===== src/rtl/arb_pkg.sv =====
// Shared types for the weighted round-robin arbiter.
package arb_pkg;

  typedef enum logic {
    S_IDLE  = 1'b0,
    S_GRANT = 1'b1
  } arb_state_e;

endpackage


===== src/rtl/masked_priority_encoder.sv =====
// Circular priority encoder: the first set bit of i_vec at or after i_idx, wrapping.
module masked_priority_encoder #(
  parameter int WIDTH = 4,
  parameter int IDX_W = (WIDTH > 1) ? $clog2(WIDTH) : 1
) (
  input  logic [WIDTH-1:0] i_vec,
  input  logic [IDX_W-1:0] i_idx,
  output logic [IDX_W-1:0] o_idx,
  output logic             o_found
);

  logic [IDX_W:0] pos;

  // Walk offsets from farthest to nearest so the nearest hit wins.
  always_comb begin
    o_idx   = '0;
    o_found = 1'b0;
    pos     = '0;
    for (int k = WIDTH - 1; k >= 0; k--) begin
      pos = {1'b0, i_idx} + (IDX_W+1)'(k);
      if (pos >= (IDX_W+1)'(WIDTH)) pos = pos - (IDX_W+1)'(WIDTH);
      if (i_vec[pos[IDX_W-1:0]]) begin
        o_idx   = pos[IDX_W-1:0];
        o_found = 1'b1;
      end
    end
  end

endmodule


===== src/rtl/weighted_rr_arbiter.sv =====
// Round-robin arbiter with a per-grant hold quantum and a lock that pins the holder.
module weighted_rr_arbiter
  import arb_pkg::*;
#(
  parameter int PORTS     = 4,
  parameter int QUANTUM_W = 4
) (
  input  logic                     i_clk,
  input  logic                     i_rstn,
  input  logic [PORTS-1:0]         i_req,
  input  logic [QUANTUM_W-1:0]     i_quantum,
  input  logic                     i_lock,
  output logic [PORTS-1:0]         o_grant,
  output logic [$clog2(PORTS)-1:0] o_grant_idx,
  output logic                     o_grant_valid
);

  localparam int IDX_W = $clog2(PORTS);
  localparam logic [IDX_W-1:0]     LAST    = IDX_W'(PORTS - 1);
  localparam logic [QUANTUM_W-1:0] CNT_MAX = '1;

  arb_state_e             state_q, state_d;
  logic [IDX_W-1:0]       ptr_q, ptr_d;
  logic [QUANTUM_W-1:0]   cnt_q, cnt_d;
  logic [PORTS-1:0]       grant_d;
  logic [IDX_W-1:0]       idx_d;
  logic                   valid_d;

  logic [IDX_W-1:0]       start;
  logic [IDX_W-1:0]       win_idx;
  logic                   win_found;
  logic [QUANTUM_W-1:0]   qmax;
  logic                   expired;
  logic [QUANTUM_W-1:0]   cnt_inc;
  logic                   holder_req;
  logic                   take;

  // ptr_q tracks the holder while granted, so one search start serves both states.
  assign start      = (ptr_q == LAST) ? '0 : ptr_q + 1'b1;
  assign qmax       = (i_quantum == '0) ? QUANTUM_W'(1) : i_quantum;
  assign expired    = ({1'b0, cnt_q} + (QUANTUM_W+1)'(1)) >= {1'b0, qmax};
  assign cnt_inc    = (cnt_q == CNT_MAX) ? cnt_q : cnt_q + 1'b1;
  assign holder_req = i_req[o_grant_idx];

  masked_priority_encoder #(
    .WIDTH (PORTS),
    .IDX_W (IDX_W)
  ) u_pick (
    .i_vec   (i_req),
    .i_idx   (start),
    .o_idx   (win_idx),
    .o_found (win_found)
  );

  always_comb begin
    state_d = state_q;
    ptr_d   = ptr_q;
    cnt_d   = cnt_q;
    grant_d = o_grant;
    idx_d   = o_grant_idx;
    valid_d = o_grant_valid;
    take    = 1'b0;

    case (state_q)
      S_IDLE: begin
        if (win_found) take = 1'b1;
      end
      S_GRANT: begin
        if (!holder_req) begin
          if (win_found) begin
            take = 1'b1;
          end else begin
            state_d = S_IDLE;
            grant_d = '0;
            idx_d   = '0;
            valid_d = 1'b0;
            cnt_d   = '0;
          end
        end else if (i_lock) begin
          cnt_d = cnt_inc;
        end else if (expired) begin
          // Search wraps back to the holder only when nobody else is asking.
          if (win_idx != o_grant_idx) take = 1'b1;
          else                        cnt_d = '0;
        end else begin
          cnt_d = cnt_inc;
        end
      end
      default: state_d = S_IDLE;
    endcase

    if (take) begin
      state_d          = S_GRANT;
      ptr_d            = win_idx;
      cnt_d            = '0;
      grant_d          = '0;
      grant_d[win_idx] = 1'b1;
      idx_d            = win_idx;
      valid_d          = 1'b1;
    end
  end

  always_ff @(posedge i_clk or negedge i_rstn) begin
    if (!i_rstn) begin
      state_q       <= S_IDLE;
      ptr_q         <= LAST;
      cnt_q         <= '0;
      o_grant       <= '0;
      o_grant_idx   <= '0;
      o_grant_valid <= 1'b0;
    end else begin
      state_q       <= state_d;
      ptr_q         <= ptr_d;
      cnt_q         <= cnt_d;
      o_grant       <= grant_d;
      o_grant_idx   <= idx_d;
      o_grant_valid <= valid_d;
    end
  end

  a_onehot : assert property (@(posedge i_clk) disable iff (!i_rstn)
    $onehot0(o_grant) && (o_grant_valid == (o_grant != '0)));

endmodule

===== config.mk =====
export PLATFORM = sky130hd
export DESIGN_NAME = weighted_rr_arbiter
export DESIGN_NICKNAME = d
export VERILOG_FILES = /design/src/rtl/arb_pkg.sv /design/src/rtl/masked_priority_encoder.sv /design/src/rtl/weighted_rr_arbiter.sv
export SDC_FILE = /design/constraint.sdc
export NUM_CORES = 1
export LEC_CHECK = 0
export ABC_AREA = 1
export BUFFER_PORTS_ARGS = -buffer_cell sky130_fd_sc_hd__buf_4
export CAP_MARGIN = 10
export CORE_MARGIN = 2
export CORE_UTILIZATION = 43
export CTS_CLUSTER_DIAMETER = 80
export DETAILED_ROUTE_END_ITERATION = 7
export SLEW_MARGIN = 30
export SYNTH_ARGS = -nofsm -noshare
export SYNTH_HDL_FRONTEND = slang
export SYNTH_SLANG_ARGS = --single-unit

===== constraint.sdc =====
create_clock -name i_clk -period 5.8 [get_ports i_clk]
set_input_delay 0.58 -clock i_clk [delete_from_list [all_inputs] [get_ports i_clk]]
set_output_delay 0.58 -clock i_clk [all_outputs]
set_load 0.03 [all_outputs]

# After elaboration in Yosys (flattened, before gate mapping)
# Cells that the tools add are included.
# totals
reg_bits	14
out_inout_bits	7
wordCells	95
# op_classes
addsub	10
muxes	54
bitwise	1
magnitude_cmp	12
n_eq_ne	7
n_reduce_logical	5
# ops
cell	count
two-way mux 4 bit	12
two-way mux 2 bit	13
two-way mux 1 bit	22
< comparator 2 x 3 -> 1 bit, second input constant	6
binary-select mux 1 bit (select 2 bit)	5
>= comparator 3 bit, second input constant	3
subtractor 2 x 1 -> 2 bit, second input constant	4
adder 2 x 2 -> 3 bit, second input constant	2
AND reduction 3 bit	2
adder 4 x 1 -> 5 bit, second input constant	1
>= comparator 5 x 4 -> 1 bit	1
!= test 5 bit, second input constant	1
adder 4 x 1 -> 4 bit, second input constant	1
== test 4 bit, second input constant	1
zero test 4 bit	1
adder 2 x 1 -> 3 bit, second input constant	1
>= comparator 2 x 3 -> 1 bit, second input constant	1
!= test 3 bit, second input constant	1
adder 2 x 1 -> 2 bit, second input constant	1
demux 1 bit (select 2 bit)	1
== test 2 bit, second input constant	1
>= comparator 2 x 1 -> 1 bit, second input constant	1
!= test 2 x 1 -> 1 bit, second input constant	1
!= test 2 bit	1
5 further kinds	5

# Longest topological paths before layout
# Gate-level depths: netlist (run 1).
# logic_depth
depth_word	19
depth_mapped	19
ltp_nobuf	19

# By module
# From an unflattened synthesis (run 1), not the netlist that was laid out.
# hier_totals
cells_unflattened	168
hier_area_um2	1158.6
# by_module_without_submodules
mod	instances	area_each_um2	cells_each
weighted_rr_arbiter	1	943.4	124
masked_priority_encoder	1	215.2	44

# Worst setup path before layout (run 1)
# Ideal clock, no wire load.
# synth_path
path_kind	in2reg
start	input port i_quantum[2]
end	register o_grant_idx[0]
cell_stages	13
required_ns	5.682
path_buffers	0
arrival_time_ns	2.068
slack_ns	3.614
setup_time_ns	0.118
path_cell_list	inv_1 -> a31o_2 -> ha_1 -> o21ai_0 -> nand2_1 -> a21oi_1 -> nor2_1 -> o21ai_0 -> inv_1 -> nand2_2 -> nand2_4 -> nand3_1 -> nand2_1
# synth_between
elab_chain_len	9
word_cells_on_any_way	12
classes_between	1 x order compare; 2 x eq/ne; 6 x mux; 3 x reduce/logical
# synth_lines
item	line	rtl
start: declaration	weighted_rr_arbiter.sv:11	input logic [QUANTUM_W-1:0] i_quantum,
zero test 4 bit	weighted_rr_arbiter.sv:40	assign qmax = (i_quantum == '0) ? QUANTUM_W'(1) : i_quantum;
two-way mux 4 bit (*)	weighted_rr_arbiter.sv:40	
>= comparator 5 x 4 -> 1 bit (*)	weighted_rr_arbiter.sv:41	assign expired = ({1'b0, cnt_q} + (QUANTUM_W+1)'(1)) >= {1'b0, qmax};
two-way mux 1 bit (*)	weighted_rr_arbiter.sv:81	end else if (expired) begin
two-way mux 1 bit (*)	weighted_rr_arbiter.sv:79	end else if (i_lock) begin
two-way mux 1 bit (*)	weighted_rr_arbiter.sv:69	if (!holder_req) begin
case mux 1 bit (2 select lines) (*)	weighted_rr_arbiter.sv:64	case (state_q)
!= test 2 bit (no source line) (tied with other cells)	n/a	
AND reduction 3 bit (no source line)	n/a	
end signal: assignment	weighted_rr_arbiter.sv:116	o_grant_idx <= idx_d;
end: declaration	weighted_rr_arbiter.sv:14	output logic [$clog2(PORTS)-1:0] o_grant_idx,
# Mark *: on every way between the ends. The rest lies on a longest branch, timed or not.
# A chain may end at the register's enable or synchronous reset.

# Worst setup path in the final report (run 1)
# layout_path
start	register ptr_q[0]
end	register cnt_q[3]
# layout_between
elab_chain_len	19
word_cells_on_any_way	46
classes_between	8 x add/sub; 4 x order compare; 4 x eq/ne; 28 x mux; 2 x reduce/logical
# layout_lines
item	line	rtl
start: declaration	weighted_rr_arbiter.sv:23	logic [IDX_W-1:0] ptr_q, ptr_d;
start signal: assignment	weighted_rr_arbiter.sv:113	ptr_q <= ptr_d;
adder 2 x 1 -> 2 bit / == test 2 bit (equally long branches)	weighted_rr_arbiter.sv:39	assign start = (ptr_q == LAST) ? '0 : ptr_q + 1'b1;
two-way mux 2 bit (*)	weighted_rr_arbiter.sv:39	
adder 2 x 2 -> 3 bit	masked_priority_encoder.sv:20	pos = {1'b0, i_idx} + (IDX_W+1)'(k);
>= comparator 3 bit / subtractor 2 x 1 -> 2 bit (equally long branches)	masked_priority_encoder.sv:21	if (pos >= (IDX_W+1)'(WIDTH)) pos = pos - (IDX_W+1)'(WIDTH);
two-way mux 2 bit	masked_priority_encoder.sv:21	
binary-select mux 1 bit (select 2 bit)	masked_priority_encoder.sv:22	if (i_vec[pos[IDX_W-1:0]]) begin
two-way mux 1 bit (not written as such)	masked_priority_encoder.sv:22	
two-way mux 2 bit (4 in series)	masked_priority_encoder.sv:22	
!= test 2 bit	weighted_rr_arbiter.sv:83	if (win_idx != o_grant_idx) take = 1'b1;
two-way mux 1 bit	weighted_rr_arbiter.sv:83	
two-way mux 1 bit	weighted_rr_arbiter.sv:81	
two-way mux 1 bit	weighted_rr_arbiter.sv:79	
two-way mux 1 bit	weighted_rr_arbiter.sv:69	
case mux 1 bit (2 select lines)	weighted_rr_arbiter.sv:64	
!= test 5 bit (no source line) (tied with other cells)	n/a	
AND reduction 3 bit (no source line)	n/a	
end signal: assignment	weighted_rr_arbiter.sv:114	cnt_q <= cnt_d;
end: declaration	weighted_rr_arbiter.sv:24	logic [QUANTUM_W-1:0] cnt_q, cnt_d;
# Mark *: on every way between the ends. The rest lies on a longest branch, timed or not. The select of a mux whose other input is x is not followed.

==> qor.txt, run 1 <==
Final-report max-slew violation count -> 0
Seq cells post-synth -> 14
Mapped Area -> 0.00116 mm2
Tcrit/Tclk final -> 40.3%
Setup Skew -> 4.58 ps
RSZ-0062 raised after global routing -> false
Initial antenna violation count -> 0
CP Buf/Inv Count -> 1
Vias post-DR -> 1090
Initial DRC count -> 14
Final ANT Viol Nets -> 0
R2r setup slk -> 3460 ps
Row cnt -> 18
WL/cell -> 10.5 um
Starting Density -> 46.1%
Core area -> 0.00252 mm2
H-tree Lvls -> 1
Hpwl dp -> 2010 um
Critical Path Fanout Max -> 8
Min-Delay Path Class -> in -> async
CP peak stage delay -> 590 ps
Nets -> 213
Die X -> 56.0 um
Post-synthesis sequential area ratio -> 30.4%
Cell variety after synth -> 21
Actual slew at the worst max-slew pin -> 393 ps
Overall routed net length -> 2360 um
# clock sinks -> 14
Synth Instances -> 174
Setup crit end kind -> flip-flop
CP Data Arrival Time -> 2510 ps
# hold bufs at CTS -> 0
Die area -> 0.00313 mm2
First-pass GRT wire length -> 4440 um
CP max-delay cell -> dfstp_2
Largest net degree at the start of global routing -> 15
IO Port Bufs -> 17
Final RePlAce weighted congestion -> 0.856
Critical Path RT -> 5970 ps
Synth top area cells -> dfrtp_1 26%, nand2_1 21%, inv_1 8.1%
Layout cells sized above 1 -> 25.6%
Upper clock frequency limit -> 428 MHz
Die H -> 56.0 um
Maxcap violations -> 0
Element type at the critical path start -> flip-flop
Cell family with most CP delay -> simple AND/OR/NAND/NOR gates
CTS tree -> yes
# diodes -> 0
DR pass1 iterations -> 4
Setup TNS -> 0 ps
GR Util All Layers -> 17.5%
Net Count, Synth -> 191
CTS Buf Count -> 3
Area leader, netlist -> dfrtp_1
Yosys warning total -> 0
Resize count post-CTS -> 0
Ports -> 18
CTS root buf -> clkbuf_4
Setup CP Type -> reg -> reg
Cell Chain, Critical Path -> ha_1 > inv_1 > nand2_1 > nand2_1 > nand2_2 > nand2_2 > nor2_1 > nor2_2 > nand2_2 > nand2_2 > nand2_1 > nand3_2 > nand2_2 > nand2_4 > nand2_4 > nand2_1 > nand2_1
GRT overflow -> 0
CTS Buffer Depth -> 2
Yosys top cell area share -> 25.8%
DRC -> 0
Number of vias per cell -> 4.84
Fin crit period -> 2340 ps
Synthesized area per cell -> 6.68 um2
Final hold viol count -> 0
Status -> completed
Worst skew pair latency -> 280 ps
Clk slew on worst S/H paths -> 90 ps
Setup Fix Bufs, Post-CTS -> 0
Slew HR -> 73.8%
Synth-to-Final Area Change -> 17.3%
Setup violators final -> 0
Vias in the first global route -> 1085
## worst paths after layout
check	cells after the start	start	end
worst max-delay path	17	ptr_q[0]$_DFFE_PN1P_	cnt_q[3]$_DFFE_PN0P_
worst min-delay path	1	i_rstn	state_q$_DFF_PN0_
worst max register to register	17	ptr_q[0]$_DFFE_PN1P_	cnt_q[3]$_DFFE_PN0P_
worst min register to register	2	o_grant_valid$_DFFE_PN0P_	o_grant_valid$_DFFE_PN0P_
max in group asynchronous	1	i_rstn	ptr_q[0]$_DFFE_PN1P_
min in group i_clk	2	o_grant_valid$_DFFE_PN0P_	o_grant_valid$_DFFE_PN0P_
## layout make-up
| cell class | count | area (um2) |
|---|---|---|
| Fill cell | 246 | 1160 |
| Tap cell | 30 | 37.5 |
| Clock buffer | 4 | 36.3 |
| Multi-Input combinational cell | 131 | 701 |
| Sequential cell | 14 | 353 |
| Timing Repair Buffer | 17 | 128 |
| Inverter | 29 | 109 |
## routing by layer
layer / track usage, % / up-vias / wire [um]
met5: 0 / - / 0
met2: 29.6 / 15 / 1210
met4: 4.08 / 0 / 0
met3: 6.05 / 0 / 101
li1: - / 580 / -
met1: 21.3 / 495 / 1050
## synth_stat cells
cell type,number
a21oi_1,3
a22oi_1,1
a31o_2,1
dfrtp_1,12
dfstp_2,2
ha_1,6
inv_1,25
inv_2,4
nand2_1,64
nand2_2,9
nand2_4,4
nand3_1,13
nand3_2,3
nand4_4,1
nor2_1,10
nor2_2,3
nor3_1,2
nor4_1,1
o21ai_0,5
or2_2,2
xor2_1,3
## logic make-up (layout without fill, tap and decap cells)
kind of cell               after synthesis  in the layout  synth area share, %
AOI/OAI and AO/OA                       10             10                 4.84
adders and majority gates                6              6                 6.46
xor gates and xnor gates                 3              3                 2.26
and+or+nand+nor                        112            112                 46.7
DFF                                     14             14                 30.4
buffers and inverters                   29             50                 9.36
## registers in the layout (all words and copies together), names as in the netlist
signal         flops
cnt_q              4
o_grant            4
o_grant_idx        2
o_grant_valid      1
ptr_q              2
state_q            1
## per-stage QoR
stage | setup slack (ps) | utilization (%) | std cells | area, um2 | hold WS [ps]
6_report | 3460 | 54.1 | 225 | 1360 | 126
5_1_grt | 3240 | 54.1 | 225 | 1360 | 116
4_1_cts | 3440 | 54.1 | 225 | 1360 | 118
3_5_place_dp | 3300 | 52.6 | 221 | 1330 | 433
3_3_place_gp | 3390 | 52.6 | 221 | 1330 | 437
2_1_floorplan | 3610 | - | 174 | 1160 | 284
## cells in the final DEF, fill, tap and decap left out, types with 2 or more instances in the layout
cell       n
nand3_1   13
nor2_1    10
nor2_2     3
nand2_2    9
ha_1       6
nand2_4    4
o21ai_0    5
buf_4     17
dfrtp_1   12
dfstp_2    2
inv_1     25
nand2_1   64
inv_2      4
clkbuf_4   3
nor3_1     2
or2_2      2
a21oi_1    3
nand3_2    3
xor2_1     3
Power of run 1 is not shown: default switching activity piles up to over one toggle a cycle in this logic, so the estimate is an artifact.
==> run 2: changes to the inputs <==
clock period = 2.2 ns   (was 5.8 ns; I/O delays follow)
==> qor.txt, run 2 (synthesis gave the netlist of run 1 again) <==
GR Util All Layers -> 16.5%
Critical Path Fanout Max -> 8
H-tree Lvls -> 1
Core area -> 0.00252 mm2
Number of vias per cell -> 4.95
Clk slew on worst S/H paths -> 80 ps
Hold slack -> 318 ps
Setup crit end kind -> flip-flop
Setup CP Type -> reg -> reg
Most frequent cells in the layout -> 45 x nand2_1, 31 x buf_4, 22 x inv_1, 20 x nand2_2, 12 x dfrtp_1
Actual slew at the worst max-slew pin -> 460 ps
CTS Buffer Depth -> 2
Final hold viol count -> 0
Nets -> 228
Ports -> 18
Vias post-DR -> 1187
GRT overflow -> 0
Setup violators final -> 0
Die area -> 0.00313 mm2
Hpwl dp -> 2070 um
IO Port Bufs -> 17
Vias in the first global route -> 1008
Setup Skew -> 1.74 ps
Min-Delay Path Class -> in -> async
Element type at the critical path start -> flip-flop
CP Data Arrival Time -> 2290 ps
Fin crit period -> 2120 ps
# diodes -> 0
Overall routed net length -> 2620 um
WL/cell -> 10.9 um
DR pass1 iterations -> 4
Initial antenna violation count -> 0
Upper clock frequency limit -> 472 MHz
Status -> completed
R2R cell count -> 16
CTS root buf -> clkbuf_4
Final RePlAce weighted congestion -> 0.838
Synth-to-Final Area Change -> 40.2%
Critical Path RT -> 2370 ps
Slew HR -> 69.3%
Layout cells sized above 1 -> 43.8%
CTS Buf Count -> 3
First-pass GRT wire length -> 4180 um
Die H -> 56.0 um
# clock sinks -> 14
Regs by FF count -> cnt_q: 4 flops, o_grant: 4 flops
R2r setup slk -> 80 ps
CTS tree -> yes
Commonest non-fill, non-tap cell in the layout -> nand2_1
Row cnt -> 18
Worst skew pair latency -> 280 ps
Final ANT Viol Nets -> 0
RSZ-0062 raised after global routing -> true
Die X -> 56.0 um
Tcrit/Tclk final -> 96.3%
Starting Density -> 46.1%
DRC -> 0
Largest net degree at the start of global routing -> 15
Initial DRC count -> 26
Maxcap violations -> 0
Final-report max-slew violation count -> 0
==> run 2: cell count changes in the layout (fill, tap and decap cells not counted), sizes merged <==
cell / delta
dlygate4sd3: +1
buf: +14
==> run 2: per-stage QoR <==
stage | instances | area (um2) | setup WS, ps | TNS [ps] | utilization [%]
global placement | 230 | 1400 | -8.63 | -20.5 | 55.3
CTS | 235 | 1440 | 13.6 | 0 | 57.1
detailed placement | 230 | 1400 | -37.5 | -121 | 55.3
floorplan | 174 | 1160 | 97.5 | 0 | -
finish | 240 | 1630 | 80.4 | 0 | 64.6
global route | 240 | 1630 | -37.0 | -189 | 64.6
==> run 2: worst paths after layout <==
path | start | to
max | ptr_q[1]$_DFFE_PN1P_ | cnt_q[2]$_DFFE_PN0P_
min | i_rstn | state_q$_DFF_PN0_
max reg2reg | ptr_q[1]$_DFFE_PN1P_ | cnt_q[2]$_DFFE_PN0P_
min reg2reg | o_grant[2]$_DFFE_PN0P_ | o_grant[2]$_DFFE_PN0P_
max in group asynchronous | i_rstn | ptr_q[1]$_DFFE_PN1P_
min in group i_clk | i_lock | cnt_q[3]$_DFFE_PN0P_
==> run 2: timing repair <==
action / in CTS / in global routing
hold buffers: 1 / 0
buffers inserted: 0 / 5
gates resized for setup: 1 / 44
endpoints found under the setup margin: 13 / 13
pin swaps: 0 / 21
gates cloned: 0 / 0
endpoints found under the hold margin: 14 / 0
==> run 2: area by class of cell <==
cell class | instances | area (um2)
fillers | 228 | 893
repair buffers | 32 | 243
well taps | 30 | 37.5
multi-input cells | 131 | 843
clock buffers | 4 | 36.3
inverters | 29 | 116
flip-flops and latches | 14 | 353
==> run 2: critical path, cell delays in order (launching register included) <==
cell     delay, ps
dfstp_2        560
ha_4           170
inv_4           50
nand2_8        100
nand2_1         90
nand3_1        110
nand2_2         90
inv_2           80
nand2_1         50
nand2_1         80
nand3_1        100
nand3_2         80
nand2_2         60
nand2_4        140
nand2_4        100
nand2_2         80
nand2_2         50
==> run 2: layer usage <==
metal / vias up / share of wire (%) / GRT usage, % / wire (um)
met5: - / 0 / 0 / 0
met4: 0 / 0.76 / 2.72 / 20
met3: 4 / 3.4 / 4.19 / 88
met2: 15 / 54 / 28.9 / 1410
met1: 555 / 42 / 20.7 / 1100
li1: 613 / - / - / -
Power of run 2 is left out for the same reason.
==> run 3: changes to the inputs <==
CORE_UTILIZATION = 49   (was 43)
GPL_TIMING_DRIVEN = 0   (was unset)
PLACE_DENSITY = 0.7   (was unset)
==> qor.txt, run 3 (synthesis gave the netlist of run 1 again) <==
CTS tree -> yes
CP Data Arrival Time -> 2320 ps
Setup Skew -> 5.97 ps
Core area -> 0.00223 mm2
H-tree Lvls -> 1
CTS Buf Count -> 3
Worst r2r src -> ptr_q[1]$_DFFE_PN1P_
# diodes -> 0
Cell family with most CP delay -> simple AND/OR/NAND/NOR gates
Element type at the critical path start -> flip-flop
CP Buf/Inv Count -> 1
Maxcap violations -> 0
Post-route insts no fill -> 234
Critical Path RT -> 2370 ps
Nets -> 224
GR Util All Layers -> 20.1%
CP max-delay cell -> dfstp_2
Initial antenna violation count -> 0
CTS root buf -> clkbuf_4
Regs by FF count -> cnt_q: 4 flops, o_grant: 4 flops
Setup CP Type -> reg -> reg
Cell Chain, Critical Path -> ha_4 > inv_4 > nand2_8 > nand2_2 > nand2_2 > nand2_2 > nand2_2 > nor2_2 > nor2_2 > nand2_4 > nand2_4 > nand2_2 > nand3_2 > nand2_4 > nand2_8 > nand2_8 > nand2_2 > nand2_1
Final ANT Viol Nets -> 0
Actual slew at the worst max-slew pin -> 402 ps
Status -> completed
Upper clock frequency limit -> 464 MHz
Final-report max-slew violation count -> 0
Placed cells -> 219
DRC -> 0
CTS Buffer Depth -> 2
Ports -> 18
Synth-to-Final Area Change -> 39.1%
Die X -> 52.7 um
Tcrit/Tclk final -> 97.9%
Number of vias per cell -> 5.08
IO Port Bufs -> 17
Hpwl dp -> 1940 um
Setup violators final -> 0
DR pass1 iterations -> 4
Clk slew on worst S/H paths -> 80 ps
GRT overflow -> 0
Largest net degree at the start of global routing -> 15
Setup crit end kind -> flip-flop
Starting Density -> 52.0%
RSZ-0062 raised after global routing -> true
First-pass GRT wire length -> 4150 um
CP Launch Point -> ptr_q[1]$_DFFE_PN1P_
Layout cells sized above 1 -> 45.6%
CP peak stage delay -> 560 ps
Most frequent cells in the layout -> 41 x nand2_1, 29 x nand2_2, 27 x buf_4, 22 x inv_1, 11 x dfrtp_1
Initial DRC count -> 16
Critical Path Fanout Max -> 8
Final standard cell area without fillers -> 0.00162 mm2
Row cnt -> 17
Worst skew pair latency -> 280 ps
Vias in the first global route -> 1064
Final RePlAce weighted congestion -> 0.802
Die H -> 52.7 um
WL/cell -> 12.5 um
FILL cells -> 177
Vias post-DR -> 1189
Fin crit period -> 2150 ps
Min-Delay Path Class -> in -> async
Commonest non-fill, non-tap cell in the layout -> nand2_1
Die area -> 0.00278 mm2
Most used cell, CP -> nand2_2
Final hold viol count -> 0
Slew HR -> 73.2%
Post-place instance area -> 0.00133 mm2
# clock sinks -> 14
Overall routed net length -> 2940 um
[run 3: cell types whose count changed in the layout (fill, tap and decap cells not counted), sizes merged]
| cell | delta |
|---|---|
| buf | -4 |
[run 3: layout make-up]
class	count	area, um2	share of cell area, %
Multi-Input combinational cell	131	865	53.5
Sequential cell	14	354	21.9
Timing Repair Buffer	28	213	13.2
Inverter	29	114	7.04
Clock buffer	4	36.3	2.24
Tap cell	28	35.0	2.17
[run 3: timing repair]
action,CTS,global route
setup endpoints to repair,13,13
resized for setup,6,41
pin swaps,0,19
hold endpoints to repair,14,0
setup buffers,1,9
hold buffers,1,0
[run 3: metrics by stage]
step | util (%) | worst slack, ps | TNS [ps] | hold WS [ps]
final | 72.4 | 46.9 | 0 | 312
after detailed placement | 59.3 | -134 | -1610 | 76.4
after global placement | 59.3 | -71.4 | -749 | 73.8
after CTS | 62.5 | 2.87 | 0 | 309
after global routing | 72.4 | -64.6 | -585 | 346
after floorplan | - | 97.5 | 0 | -75.6
[run 3: worst reg2reg max path, stage by stage (launching register included)]
cell     delay (ps)
dfstp_2         560
ha_4            180
inv_4            50
nand2_8          90
nand2_2          60
nand2_2          80
nand2_2          80
nand2_2          90
nor2_2           40
nor2_2          140
nand2_4          70
nand2_4          70
nand2_2          40
nand3_2          80
nand2_4          70
nand2_8         120
nand2_8          90
nand2_2          70
nand2_1          50
[run 3: path summary, 6_finish.rpt]
kind                                               to  slack [ps]  cells after the start
max in group asynchronous        ptr_q[0]$_DFFE_PN1P_        1640                      2
min in group i_clk               cnt_q[2]$_DFFE_PN0P_         430                      7
hold reg to reg                  cnt_q[3]$_DFFE_PN0P_         490                      2
setup / recovery           o_grant_idx[0]$_DFFE_PN0P_          50                     18
setup reg to reg           o_grant_idx[0]$_DFFE_PN0P_          50                     18
hold / removal              o_grant_valid$_DFFE_PN0P_         310                      2
[run 3: per-layer routing]
metal	part of all wire (%)	track usage, %	routed length, um
met1	45	24.9	1320
met3	2.6	0.857	76
met4	1.9	9.40	55
met5	0	0	0
met2	51	35.6	1490
Power of run 3 is left out for the same reason.
